## config.mk

```make
export PLATFORM = sky130hd
export DESIGN_NAME = req_ack_responder
export DESIGN_NICKNAME = d
export VERILOG_FILES = /design/src/rtl/req_ack_pkg.sv /design/src/rtl/req_ack_responder_latency_counter.sv /design/src/rtl/req_ack_responder.sv
export SDC_FILE = /design/constraint.sdc
export NUM_CORES = 1
export LEC_CHECK = 0
export CAP_MARGIN = 25
export CORE_ASPECT_RATIO = 0.75
export CORE_UTILIZATION = 50
export DETAILED_ROUTE_END_ITERATION = 8
export PLACE_DENSITY = 0.88
export SYNTH_ARGS = -nofsm -noshare
export SYNTH_HDL_FRONTEND = slang
export SYNTH_SLANG_ARGS = --single-unit
```

## constraint.sdc

```tcl
create_clock -name clk -period 2.7 [get_ports clk]
set_input_delay 0.405 -clock clk [delete_from_list [all_inputs] [get_ports clk]]
set_output_delay 0.405 -clock clk [all_outputs]
set_load 0.1 [all_outputs]
```

## src/rtl/req_ack_pkg.sv

```systemverilog
// Shared types and limits for the req/ack responder.
// Imported by the FSM top and its latency counter.
package req_ack_pkg;

  typedef enum logic [1:0] {
    IDLE,
    WAIT,
    ACK
  } req_ack_state_e;

  localparam int unsigned MAX_LATENCY = 15;
  localparam int unsigned CNT_W       = 4;

endpackage

```

## src/rtl/req_ack_responder_latency_counter.sv

```systemverilog
// Down-counter that times the WAIT phase of a transaction.
// Flags the final WAIT cycle so the FSM can move to ACK.
module latency_counter
  import req_ack_pkg::*;
(
  input  logic             clk,
  input  logic             rst,
  input  logic             load,
  input  logic [CNT_W-1:0] load_val,
  input  logic             en,
  output logic             last
);

  logic [CNT_W-1:0] cnt_q;
  logic [CNT_W-1:0] cnt_d;

  always_comb begin
    cnt_d = cnt_q;
    if (load) begin
      cnt_d = load_val;
    end else if (en && cnt_q != '0) begin
      cnt_d = cnt_q - 1'b1;
    end
  end

  always_ff @(posedge clk or posedge rst) begin
    if (rst) begin
      cnt_q <= '0;
    end else begin
      cnt_q <= cnt_d;
    end
  end

  assign last = (cnt_q == CNT_W'(1));

endmodule

```

## src/rtl/req_ack_responder.sv

```systemverilog
// Request/acknowledge responder: captures a word on req and
// returns it with a one-cycle ack LATENCY clocks later.
module req_ack_responder
  import req_ack_pkg::*;
#(
  parameter int unsigned LATENCY = 2,
  parameter int unsigned DATA_W  = 8
) (
  input  logic              clk,
  input  logic              rst,
  input  logic              req,
  input  logic [DATA_W-1:0] data_in,
  output logic              ack,
  output logic [DATA_W-1:0] data_out,
  output logic              busy,
  output logic [7:0]        ack_count,
  output logic [7:0]        abort_cnt
);

  if (LATENCY < 1 || LATENCY > MAX_LATENCY) begin : g_bad_latency
    $error("req_ack_responder: LATENCY must be 1..15");
  end

  localparam bit SINGLE = (LATENCY == 1);
  localparam logic [CNT_W-1:0] LOAD_VAL = CNT_W'(LATENCY - 1);

  req_ack_state_e    state_q;
  logic              ack_q;
  logic              busy_q;
  logic [DATA_W-1:0] data_q;
  logic [7:0]        ack_cnt_q;
  logic [7:0]        abort_q;

  logic cnt_load;
  logic cnt_en;
  logic cnt_last;

  assign cnt_load = (state_q == IDLE) && req && !SINGLE;
  assign cnt_en   = (state_q == WAIT) && req;

  latency_counter u_cnt (
    .clk     (clk),
    .rst     (rst),
    .load    (cnt_load),
    .load_val(LOAD_VAL),
    .en      (cnt_en),
    .last    (cnt_last)
  );

  always_ff @(posedge clk or posedge rst) begin
    if (rst) begin
      state_q   <= IDLE;
      ack_q     <= 1'b0;
      busy_q    <= 1'b0;
      data_q    <= '0;
      ack_cnt_q <= '0;
      abort_q   <= '0;
    end else begin
      unique case (state_q)
        IDLE: begin
          if (req) begin
            data_q <= data_in;
            busy_q <= 1'b1;
            if (SINGLE) begin
              state_q <= ACK;
              ack_q   <= 1'b1;
            end else begin
              state_q <= WAIT;
            end
          end
        end
        WAIT: begin
          if (!req) begin
            state_q <= IDLE;
            busy_q  <= 1'b0;
            abort_q <= abort_q + 8'd1;
          end else if (cnt_last) begin
            state_q <= ACK;
            ack_q   <= 1'b1;
          end
        end
        ACK: begin
          state_q   <= IDLE;
          ack_q     <= 1'b0;
          busy_q    <= 1'b0;
          ack_cnt_q <= ack_cnt_q + 8'd1;
        end
        default: begin
          state_q <= IDLE;
          ack_q   <= 1'b0;
          busy_q  <= 1'b0;
        end
      endcase
    end
  end

  assign ack       = ack_q;
  assign busy      = busy_q;
  assign data_out  = data_q;
  assign ack_count = ack_cnt_q;
  assign abort_cnt = abort_q;

`ifndef SYNTHESIS
  // Shadow timer: reaches 1 on the edge where the ack must be seen;
  // an abort clears it so the obligation is dropped.
  logic [CNT_W-1:0] chk_q;

  always_ff @(posedge clk or posedge rst) begin
    if (rst) begin
      chk_q <= '0;
    end else if (state_q == IDLE && req) begin
      chk_q <= CNT_W'(LATENCY);
    end else if (state_q == WAIT && !req) begin
      chk_q <= '0;
    end else if (chk_q != '0) begin
      chk_q <= chk_q - 1'b1;
    end
  end

  a_resp: assert property (
    @(posedge clk) disable iff (rst)
    (chk_q == CNT_W'(1)) |-> ack_q);

  a_pulse: assert property (
    @(posedge clk) disable iff (rst)
    ack_q |=> !ack_q);

  a_busy: assert property (
    @(posedge clk) disable iff (rst)
    ack_q |-> busy_q);

  a_idle: assert property (
    @(posedge clk) disable iff (rst)
    !busy_q |-> !ack_q);

  c_b2b: cover property (
    @(posedge clk) disable iff (rst)
    ack_q && $past(ack_q, LATENCY + 1));
`endif

endmodule
```

==> out/qor.yml <==
status:
  outcome: "completed"
clock_network:
  post_cts_buffers: 0
  htree_levels: 2
  root_buffer: "clkbuf_8"
  clock-sinks: 32
  cts_tree: "yes"
  cts_resized: 0
  clkTransAtPathRegs_ns: 0.07
  insertion_delay_ns: 0.28
  hold_buffers: 0
  numCtsBuffers: 5
  cts_buffer_depth: 2
placed_design:
  portBuffers: 36
  gp_congestion: 0.768
  dpl.hpwl_microns: 1780
worst_setup_path:
  r2r_end: "u_cnt.cnt_q[1]"
  endpoint_kind: "flip-flop"
  worstPathArrival_ns: 1.83
  worstPathMaxFanout: 8
  crit_required_ns: 2.87
  timing.critical_path.from_type: "input pin"
  crit_type: "in2reg"
  reg2reg_from: "u_cnt.cnt_q[0]"
  r2r_slack_ns: 1.16
  r2r_cells: 4
hold_path:
  min_to: "ack_count[7]"
  whs_path_depth: 1
  holdCritPathClass: "reg2reg"
  hp-start: "ack_count[7]"
layout:
  final_net_count: 168
  drive_above_1_share_pct: 31.4
  fill_cells: 195
  diodes: 0
  layout_common_cells: "dfrtp_1, buf_4, xnor2_1"
  layout_commonest_cell: "dfrtp_1"
  syn2layout_area_growth_pct: 30.1
logic_synthesis:
  syn_inst: 112
  synthMuxAreaShare_pct: 11.0
  synth-xor-area-share_pct: 8.52
  ys_types: 29
  yosys_warnings: 0
  postSynthNetCount: 128
  synth_top_family_by_area: "simple AND/OR/NAND/NOR gates"
  synth-compound-area-share_pct: 3.65
  ys_ff_latch: 32
  synthAdderAreaFrac_pct: 4.35
  synth-simple-area-share_pct: 13.7
  ys_seq_area_share_pct: 55.7
  syn_area_sq_mm: 0.00144
  avgSynthCellArea_sq_um: 12.8
global_route:
  grt_pass1_wl_microns: 4570
  antenna_found_initial: 0
  grt_max_degree: 33
  grt_overflow: 0
  grt_pass1_vias: 974
  track_usage_pct: 19.7
timing:
  relSlewSlack_pct: 63.8
  period_needed_ns: 1.66
  whs_ns: 0.468
  finalCritPeriodShare_pct: 61.4
  worstMarginPinSlew_ns: 0.541
  finalSetupTns_ns: 0
  max_freq_mhz: 604
  finalClockSkew_ns: 0.00683
  rsz0062_at_grt: "no"
  finalSetupViolCount: 0
  slew_viol_final: 0
  hold_viol: 0
routing:
  ant_nets: 0
  totalWireLength_microns: 2490
  vias: 969
  initialDrtViolationCount: 59
  drc: 0
  dr.pass1.iters: 4
  vias_per_cell: 5.13
  routedWlPerCell_microns: 13.2
floorplanning:
  io_pins: 37
  core_area_sq_mm: 0.00266
  die_w_microns: 63.9
  die_y_microns: 48.5
  rows: 16
  initial_utilization_pct: 54.0
  die_area_sq_mm: 0.00310
job:
  drv_cap: 0
[how the worst max path moves through the flow]
stage            startpoint            to  slack, ns  cells past startpoint
5_1_grt                 req  abort_cnt[3]       0.95                      4
4_1_cts                 req  abort_cnt[1]       1.03                      3
3_3_place_gp            req   data_out[5]       0.78                      3
6_report                req  abort_cnt[1]       1.04                      3
2_1_floorplan  abort_cnt[0]  abort_cnt[6]       0.85                      4
3_5_place_dp            req  abort_cnt[1]       0.73                      3
[worst max-delay path, cell delays in order]
cell             delay (ns)
clkdlybuf4s50_1        0.50
nor3b_2                0.52
mux2_2                 0.40
[through the flow]
stage	std cells	instance area (sq um)	worst slack [ns]	utilization, %
global route	189	1870	0.952	70.3
finish	189	1870	1.04	70.3
floorplan	112	1440	0.847	-
detailed placement	181	1760	0.730	66.1
CTS	189	1870	1.03	70.3
global placement	181	1760	0.782	66.1
[routing by layer]
layer	part of all wire [%]	GRT usage (%)	vias to the layer above	wire length [microns]
met5	0	0	-	0
met2	45	28.0	40	1110
met3	7.1	6.13	6	178
met4	1.4	7.95	0	34
met1	47	27.9	457	1160
li1	-	-	466	-
[cells in the mapped netlist]
cell	n	area share, %
dfrtp_1	32	56
xnor2_1	12	7.3
mux2_4	7	7.3
nand2_1	7	1.8
nand4_1	6	2.6
and3_1	5	2.2
ha_1	5	4.3
inv_1	5	1.3
nand3_1	4	1.4
a21oi_1	3	1.0
mux2_2	3	2.3
a311oi_1	2	1.2
clkbuf_1	2	0.52
mux2i_1	2	1.4
nor3_1	2	0.70
xor2_1	2	1.2
a21o_1	1	0.52
and3b_2	1	0.70
and4_1	1	0.61
and4b_1	1	0.70
buf_4	1	0.52
buf_6	1	0.78
nor2_1	1	0.26
nor2b_1	1	0.44
nor3b_2	1	0.87
o21ai_0	1	0.35
o21bai_1	1	0.52
or3b_1	1	0.61
or3b_4	1	0.78
[area by class of cell]
| class | count | area [sq um] | share of cell area, % |
|---|---|---|---|
| clock inverters | 3 | 42.5 | 2.27 |
| repair buffers | 37 | 303 | 16.2 |
| inverters | 5 | 18.8 | 1.00 |
| multi-input cells | 71 | 593 | 31.7 |
| well taps | 36 | 45.0 | 2.41 |
| clock buffers | 5 | 68.8 | 3.68 |
| flip-flops and latches | 32 | 801 | 42.8 |
[sequential cells by signal (all words and copies together), names as in the netlist]
register     count
abort_cnt        8
ack              1
data_out         8
state_q          2
busy             1
ack_count        8
u_cnt.cnt_q      4
[cell families after synthesis]
kind of cell | count (synthesis)
flops | 32
fa+ha+maj | 5
xor+xnor | 14
compound gates | 8
buf+inv | 9
simple gates | 32
mux | 12
Power is not shown: default switching activity piles up to over one toggle a cycle in this logic, so the estimate is an artifact.
